$ cat config.mk
export PLATFORM = sky130hd
export DESIGN_NAME = punc_mem_arbiter_flat
export DESIGN_NICKNAME = d
export VERILOG_FILES = /design/src/rtl/punc_pkg.sv /design/src/rtl/punc_mem_arbiter_if.sv /design/src/rtl/punc_arb_picker.sv /design/src/rtl/punc_mem_arbiter.sv /design/src/flat_wrapper.sv
export SDC_FILE = /design/constraint.sdc
export NUM_CORES = 1
export LEC_CHECK = 0
export ABC_AREA = 1
export BUFFER_PORTS_ARGS = -buffer_cell sky130_fd_sc_hd__buf_4
export CORE_MARGIN = 2
export CORE_UTILIZATION = 45
export CTS_CLUSTER_DIAMETER = 40
export CTS_CLUSTER_SIZE = 30
export DETAILED_ROUTE_END_ITERATION = 10
export PLACE_DENSITY_LB_ADDON = 0.25
export SYNTH_ARGS = -nofsm -noshare
export SYNTH_HDL_FRONTEND = slang
export SYNTH_SLANG_ARGS = --single-unit
$ cat constraint.sdc
create_clock -name clk -period 2.2 [get_ports clk]
set_clock_uncertainty 0.1 [all_clocks]
set_input_delay 0.33 -clock clk [delete_from_list [all_inputs] [get_ports clk]]
set_output_delay 0.33 -clock clk [all_outputs]
set_load 0.1 [all_outputs]
$ cat src/rtl/punc_pkg.sv
// Shared PUnC definitions: requester indices and memory-arbiter state encodings.
package punc_pkg;

  localparam int REQ_FETCH = 0;
  localparam int REQ_DATA  = 1;
  localparam int REQ_DEBUG = 2;

  typedef enum logic [1:0] {
    ARB_IDLE  = 2'd0,
    ARB_ISSUE = 2'd1,
    ARB_WAIT  = 2'd2
  } arb_state_t;

endpackage

$ cat src/rtl/punc_mem_arbiter_if.sv
// Memory-arbiter bus: per-requester request/response lanes plus the shared memory port.
// master = requesters and memory; slave = the arbiter.
interface punc_mem_arbiter_if #(
  parameter int N_REQ  = 3,
  parameter int ADDR_W = 16,
  parameter int DATA_W = 16
);
  localparam int ID_W = (N_REQ > 1) ? $clog2(N_REQ) : 1;

  logic [N_REQ-1:0]        req;
  logic [N_REQ-1:0]        req_we;
  logic [N_REQ*ADDR_W-1:0] req_addr;
  logic [N_REQ*DATA_W-1:0] req_wdata;
  logic [N_REQ-1:0]        done;
  logic [DATA_W-1:0]       rdata;
  logic                    busy;
  logic [ID_W-1:0]         gnt_id;
  logic                    mem_en;
  logic                    mem_we;
  logic [ADDR_W-1:0]       mem_addr;
  logic [DATA_W-1:0]       mem_wdata;
  logic [DATA_W-1:0]       mem_rdata;

  modport master (
    output req, req_we, req_addr, req_wdata, mem_rdata,
    input  done, rdata, busy, gnt_id, mem_en, mem_we, mem_addr, mem_wdata
  );

  modport slave (
    input  req, req_we, req_addr, req_wdata, mem_rdata,
    output done, rdata, busy, gnt_id, mem_en, mem_we, mem_addr, mem_wdata
  );

endinterface

$ cat src/rtl/punc_arb_picker.sv
// Combinational winner select for the PUnC memory arbiter.
// With PUNC_ARB_RR_EN defined the search starts after ptr; otherwise the highest requesting index wins.
module punc_arb_picker #(
  parameter int N_REQ = 3,
  parameter int ID_W  = 2
) (
  input  logic [N_REQ-1:0] req,
`ifdef PUNC_ARB_RR_EN
  input  logic [ID_W-1:0]  ptr,
`endif
  output logic [ID_W-1:0]  id,
  output logic             valid
);

`ifdef PUNC_ARB_RR_EN
  int cand_s;

  // Walk from the farthest candidate back to ptr+1 so the nearest requester after ptr overwrites last.
  always_comb begin
    id     = {ID_W{1'b0}};
    valid  = 1'b0;
    cand_s = 0;
    for (int k = N_REQ; k >= 1; k--) begin
      cand_s = (int'(ptr) + k) % N_REQ;
      valid  = valid | req[cand_s];
      id     = req[cand_s] ? ID_W'(cand_s) : id;
    end
  end
`else
  // Fixed priority: ascending scan, so the highest requesting index is the final value.
  always_comb begin
    id    = {ID_W{1'b0}};
    valid = |req;
    for (int i = 0; i < N_REQ; i++) begin
      id = req[i] ? ID_W'(i) : id;
    end
  end
`endif

endmodule

$ cat src/rtl/punc_mem_arbiter.sv
// PUnC memory-port arbiter: one access in flight, one-cycle done pulse with read data.
// Define PUNC_ARB_RR_EN for round-robin arbitration; default build is fixed priority (highest index wins).
module punc_mem_arbiter
  import punc_pkg::*;
#(
  parameter int ADDR_W       = 16,
  parameter int DATA_W       = 16,
  parameter int N_REQ        = 3,
  parameter int READ_LATENCY = 1
) (
  input logic              clk,
  input logic              rst,
  punc_mem_arbiter_if.slave bus
);

  localparam int ID_W  = (N_REQ > 1) ? $clog2(N_REQ) : 1;
  localparam int CNT_W = $clog2(READ_LATENCY + 1);
  localparam logic [CNT_W-1:0] CNT_ONE  = CNT_W'(1);
  localparam logic [CNT_W-1:0] CNT_LAST = CNT_W'(READ_LATENCY);
  localparam logic [CNT_W-1:0] CNT_PRE  = CNT_W'(READ_LATENCY - 1);

  arb_state_t         state_r;
  logic [CNT_W-1:0]   cnt_r;
  logic               we_r;
  logic [N_REQ-1:0]   done_r;
  logic               rd_done_r;
  logic               busy_r;
  logic [ID_W-1:0]    gnt_id_r;
  logic               mem_en_r;
  logic               mem_we_r;
  logic [ADDR_W-1:0]  mem_addr_r;
  logic [DATA_W-1:0]  mem_wdata_r;
  logic [DATA_W-1:0]  rdata_s;

  logic [ID_W-1:0]    pick_id_s;
  logic               pick_valid_s;
  logic               pick_we_s;
  logic [ADDR_W-1:0]  pick_addr_s;
  logic [DATA_W-1:0]  pick_wdata_s;

  function automatic logic [N_REQ-1:0] id_onehot(input logic [ID_W-1:0] idx);
    id_onehot = {{(N_REQ-1){1'b0}}, 1'b1} << idx;
  endfunction

`ifdef PUNC_ARB_RR_EN
  logic [ID_W-1:0] ptr_r;

  // Round-robin pointer remembers the last granted requester.
  always_ff @(posedge clk or posedge rst) begin
    if (rst) begin
      ptr_r <= ID_W'(N_REQ - 1);
    end else if (state_r == ARB_IDLE && pick_valid_s) begin
      ptr_r <= pick_id_s;
    end else begin
      ptr_r <= ptr_r;
    end
  end
`endif

  punc_arb_picker #(
    .N_REQ (N_REQ),
    .ID_W  (ID_W)
  ) u_picker (
    .req   (bus.req),
`ifdef PUNC_ARB_RR_EN
    .ptr   (ptr_r),
`endif
    .id    (pick_id_s),
    .valid (pick_valid_s)
  );

  assign pick_we_s    = bus.req_we[pick_id_s];
  assign pick_addr_s  = bus.req_addr[int'(pick_id_s)*ADDR_W +: ADDR_W];
  assign pick_wdata_s = bus.req_wdata[int'(pick_id_s)*DATA_W +: DATA_W];

  // Access FSM: fields are captured at grant so later requester changes cannot disturb the access.
  // done is raised one cycle early so it appears registered in the completion cycle.
  always_ff @(posedge clk or posedge rst) begin
    if (rst) begin
      state_r     <= ARB_IDLE;
      cnt_r       <= {CNT_W{1'b0}};
      we_r        <= 1'b0;
      done_r      <= {N_REQ{1'b0}};
      rd_done_r   <= 1'b0;
      busy_r      <= 1'b0;
      gnt_id_r    <= {ID_W{1'b0}};
      mem_en_r    <= 1'b0;
      mem_we_r    <= 1'b0;
      mem_addr_r  <= {ADDR_W{1'b0}};
      mem_wdata_r <= {DATA_W{1'b0}};
    end else begin
      case (state_r)
        ARB_IDLE: begin
          done_r    <= {N_REQ{1'b0}};
          rd_done_r <= 1'b0;
          if (pick_valid_s) begin
            state_r     <= ARB_ISSUE;
            busy_r      <= 1'b1;
            gnt_id_r    <= pick_id_s;
            we_r        <= pick_we_s;
            mem_en_r    <= 1'b1;
            mem_we_r    <= pick_we_s;
            mem_addr_r  <= pick_addr_s;
            mem_wdata_r <= pick_wdata_s;
            done_r      <= pick_we_s ? id_onehot(pick_id_s) : {N_REQ{1'b0}};
          end else begin
            busy_r <= 1'b0;
          end
        end
        ARB_ISSUE: begin
          mem_en_r <= 1'b0;
          mem_we_r <= 1'b0;
          if (we_r) begin
            done_r  <= {N_REQ{1'b0}};
            busy_r  <= 1'b0;
            state_r <= ARB_IDLE;
          end else begin
            cnt_r   <= CNT_ONE;
            state_r <= ARB_WAIT;
            if (CNT_LAST == CNT_ONE) begin
              done_r    <= id_onehot(gnt_id_r);
              rd_done_r <= 1'b1;
            end else begin
              done_r    <= {N_REQ{1'b0}};
              rd_done_r <= 1'b0;
            end
          end
        end
        ARB_WAIT: begin
          if (cnt_r == CNT_LAST) begin
            done_r    <= {N_REQ{1'b0}};
            rd_done_r <= 1'b0;
            busy_r    <= 1'b0;
            state_r   <= ARB_IDLE;
          end else begin
            cnt_r <= cnt_r + CNT_ONE;
            if (cnt_r == CNT_PRE) begin
              done_r    <= id_onehot(gnt_id_r);
              rd_done_r <= 1'b1;
            end else begin
              done_r    <= {N_REQ{1'b0}};
              rd_done_r <= 1'b0;
            end
          end
        end
        default: begin
          state_r   <= ARB_IDLE;
          done_r    <= {N_REQ{1'b0}};
          rd_done_r <= 1'b0;
          busy_r    <= 1'b0;
          mem_en_r  <= 1'b0;
          mem_we_r  <= 1'b0;
        end
      endcase
    end
  end

  // Read data is a straight pass of the memory bus, gated to the read completion cycle.
  always_comb begin
    rdata_s = {DATA_W{1'b0}};
    if (rd_done_r) begin
      rdata_s = bus.mem_rdata;
    end else begin
      rdata_s = {DATA_W{1'b0}};
    end
  end

  assign bus.done      = done_r;
  assign bus.rdata     = rdata_s;
  assign bus.busy      = busy_r;
  assign bus.gnt_id    = gnt_id_r;
  assign bus.mem_en    = mem_en_r;
  assign bus.mem_we    = mem_we_r;
  assign bus.mem_addr  = mem_addr_r;
  assign bus.mem_wdata = mem_wdata_r;

endmodule

$ cat src/flat_wrapper.sv
// flat-port wrapper written by rule: the top's interface ports become plain ports
module punc_mem_arbiter_flat import punc_pkg::*;
#(
  parameter int ADDR_W       = 16,
  parameter int DATA_W       = 16,
  parameter int N_REQ        = 3,
  parameter int READ_LATENCY = 1
)
  (clk, rst, bus_req, bus_req_we, bus_req_addr, bus_req_wdata, bus_mem_rdata, bus_done, bus_rdata, bus_busy, bus_gnt_id, bus_mem_en, bus_mem_we, bus_mem_addr, bus_mem_wdata);
  punc_mem_arbiter_if #(.N_REQ(N_REQ), .ADDR_W(ADDR_W), .DATA_W(DATA_W)) bus_i ();
  input logic clk;
  input logic rst;
  input wire logic [$bits(bus_i.req)-1:0] bus_req;
  input wire logic [$bits(bus_i.req_we)-1:0] bus_req_we;
  input wire logic [$bits(bus_i.req_addr)-1:0] bus_req_addr;
  input wire logic [$bits(bus_i.req_wdata)-1:0] bus_req_wdata;
  input wire logic [$bits(bus_i.mem_rdata)-1:0] bus_mem_rdata;
  output wire logic [$bits(bus_i.done)-1:0] bus_done;
  output wire logic [$bits(bus_i.rdata)-1:0] bus_rdata;
  output wire logic [$bits(bus_i.busy)-1:0] bus_busy;
  output wire logic [$bits(bus_i.gnt_id)-1:0] bus_gnt_id;
  output wire logic [$bits(bus_i.mem_en)-1:0] bus_mem_en;
  output wire logic [$bits(bus_i.mem_we)-1:0] bus_mem_we;
  output wire logic [$bits(bus_i.mem_addr)-1:0] bus_mem_addr;
  output wire logic [$bits(bus_i.mem_wdata)-1:0] bus_mem_wdata;
  assign bus_i.req = bus_req;
  assign bus_i.req_we = bus_req_we;
  assign bus_i.req_addr = bus_req_addr;
  assign bus_i.req_wdata = bus_req_wdata;
  assign bus_i.mem_rdata = bus_mem_rdata;
  assign bus_done = bus_i.done;
  assign bus_rdata = bus_i.rdata;
  assign bus_busy = bus_i.busy;
  assign bus_gnt_id = bus_i.gnt_id;
  assign bus_mem_en = bus_i.mem_en;
  assign bus_mem_we = bus_i.mem_we;
  assign bus_mem_addr = bus_i.mem_addr;
  assign bus_mem_wdata = bus_i.mem_wdata;
  punc_mem_arbiter #(.ADDR_W(ADDR_W), .DATA_W(DATA_W), .N_REQ(N_REQ), .READ_LATENCY(READ_LATENCY)) u_core (.clk(clk), .rst(rst), .bus(bus_i));
endmodule
==> key figures <==
STA
  – Minimum clock period: 1.83 ns
  – Slew HR: 0.666
  – Minimum hold slack: ~0.22 ns
  – Hold Fails Final Rpt: 0
  – Final period util: 0.833
  – Worst setup margin: 0.367 ns
  – Final Max Slew Viols: 0
  – Max Freq: 545 MHz
  – Total negative slack: 0 ns
  – RSZ-0062 raised after global routing: no
  – Slew @ Worst Pin: 0.500 ns
  – Final setup fails: 0

Clock network
  – Cts bufs inserted: 5
  – Worst-path clk slew: 0.09 ns
  – Num Clock Sinks: 45
  – Skew-Pair Late Insertion Delay: a little under 0.3 ns
  – Clock tree buffer depth: 2
  – Post_cts resized: 0
  – CTS tree: done
  – Root Buffer: clkbuf_8
  – H-tree depth: 2

Floorplan
  – # rows: 27
  – Initial core utilization: 0.472
  – Die Width: just over 80 um
  – Ports: 176
  – Die H: between 80 and 90 um
  – Core area: roughly 5600 sq um
  – Die ar.: 6470 sq um

Synth
  – #FFs+latches synth: 45
  – Synthesized area: 2630 sq um
  – Syn Nets: 510
  – Yosys cell types: 20
  – Yosys warning total: 0
  – Synthesized instance count: between 300 and 400
  – Syn Area/Cell: between 6 and 7 sq um
  – Seq/Total Area, Yosys: 0.428

Final layout
  – Fillcell total: 459
  – Syn-to-layout area delta: 55.0%
  – Final non-filler cell total: ~630
  – Commonest non-fill, non-tap cell in the layout: nand2_1
  – Nets@finish: 679
  – Layout cell share with drive strength beyond 1: 0.353
  – Fin util: 0.731
  – Most frequent cells in the layout: nand2_1, buf_4, dfrtp_1
  – Inserted Diodes: 0
  – Design area: between 4000 and 5000 sq um

Run
  – Number of max-cap violations: 0

Detailed routing
  – Iteration-0 DRC Markers: about 100
  – Via count: 2958
  – WL per Instance: 12.2 um
  – Final WL: around 7700 um
  – First drt pass iteration count: 4
  – Post-route ant nets: 0
  – # DRC: 0
  – DR vias/cell: 4.71

Critical path
  – Req. time, crit path: 1.77 ns
  – CP Capture Point: bus_rdata[1]
  – CP max FO: 17
  – Worst r2r path cells: 6
  – Critical Path AT: around 1.4 ns
  – Startpoint Class: register
  – CP endpoint kind: output port
  – Reg2Reg Setup Slack: about 0.45 ns
  – Crit. Startpoint: u_core.rd_done_r
  – Worst flop-to-flop path startpoint: u_core.state_r[0]
  – CP Class: reg2out
  – R2R Path End: u_core.we_r

Global routing
  – GRT Util Overall: 0.253
  – Largest net degree at the start of global routing: 38
  – First-pass GRT wire length: 12900 um
  – Total gr overflow: 0
  – Initial antenna violation count: 0
  – Vias in the first global route: 2945

Place
  – GP Congestion: 0.810
  – Post-DP HPWL: about 6000 um
  – Area after DPL: 3940 sq um
  – Placed cells: 619
  – Buffers on Ports: 175
  – Setup WS pre-CTS: 0.413 ns

Pwr
  – Pleak: 2.44 nW
  – Worst IR Drop VDD: 921 uV
  – Pwr Density: around 1700 nW/um^2
  – Tot Pwr: 6.81 mW

Min path
  – Hold WC Path Type: in2reg

Status
  – Outcome: completed
-- worst min-delay path by stage --
stage | start | to | depth (start not counted)
2_1_floorplan | u_core.cnt_r | u_core.cnt_r | 2
3_3_place_gp | rst | u_core.bus.mem_wdata[0] | 2
3_5_place_dp | rst | u_core.bus.mem_addr[13] | 2
4_1_cts | bus_req_wdata[19] | u_core.bus.mem_wdata[3] | 5
5_1_grt | bus_req_we[1] | u_core.bus.done[1] | 3
6_report | bus_req_wdata[19] | u_core.bus.mem_wdata[3] | 5
-- final cells by class --
| class | instances | area, sq um | area share |
|---|---|---|---|
| Clock buffer | 6 | 82.6 | 0.0203 |
| Sequential cell | 45 | 1130 | 0.276 |
| Timing Repair Buffer | 180 | 1370 | 0.335 |
| Inverter | 30 | 115 | 0.0283 |
| Tap cell | 72 | 90.1 | 0.0221 |
| Clock inverter | 2 | 37.5 | 0.00921 |
| Multi-Input combinational cell | 293 | 1260 | 0.308 |
-- state kept, by name, summed over array words and instances (netlist names) --
register,count
u_core.state_r,2
u_core.bus.mem_addr,16
u_core.rd_done_r,1
u_core.bus.done,3
u_core.we_r,1
u_core.bus.mem_en,1
u_core.bus.busy,1
u_core.bus.gnt_id,2
u_core.cnt_r,1
u_core.bus.mem_we,1
u_core.bus.mem_wdata,16
-- power by group --
| part | leakage, nW | switching [mW] | internal (mW) |
|---|---|---|---|
| Sequential | 0.561 | 0.267 | 1.21 |
| Clock | 0.0574 | 0.269 | 0.369 |
| Combinational | 1.82 | 3.74 | 0.955 |
-- worst max-delay path: stages (launching register included) --
cell	delay (ns)
dfrtp_1	0.65
nand2_1	0.09
inv_1	0.08
buf_4	0.28
-- routing by layer --
metal / part of all wire / routed length [um] / vias up / GRT usage
li1: - / - / 1511 / -
met3: 0.074 / 570 / 9 / 0.0539
met2: 0.53 / 4040 / 120 / 0.464
met4: 0.0094 / 72 / 0 / 0.0508
met5: 0 / 0 / - / 0
met1: 0.39 / 2990 / 1318 / 0.304
-- synth_stat cells (all sizes together) --
master,count,area share
nand3,41,0.078
nor3,1,0.0019
nor2,4,0.018
buf,14,0.044
clkbuf,4,0.0057
ha,4,0.019
dfrtp,45,0.43
nand4,1,0.0048
a21oi,4,0.0090
inv,30,0.044
nand2,231,0.33
o21ai,7,0.013
-- logic make-up (layout without fill, tap and decap cells) --
family,after synthesis,in the layout,synth area share
compound gates,11,11,0.0224
fa+ha+maj,4,4,0.0190
buf+inv,48,218,0.0938
flops,45,45,0.428
simple gates,278,278,0.436
-- timing repair --
item / 4_1_cts / 5_1_grt
hold buffers: 1 / 0
setup buffers: 0 / 0
setup endpoints to repair: 0 / 0
hold endpoints to repair: 22 / 0
Note: power is estimated with default switching activity, not from simulation.
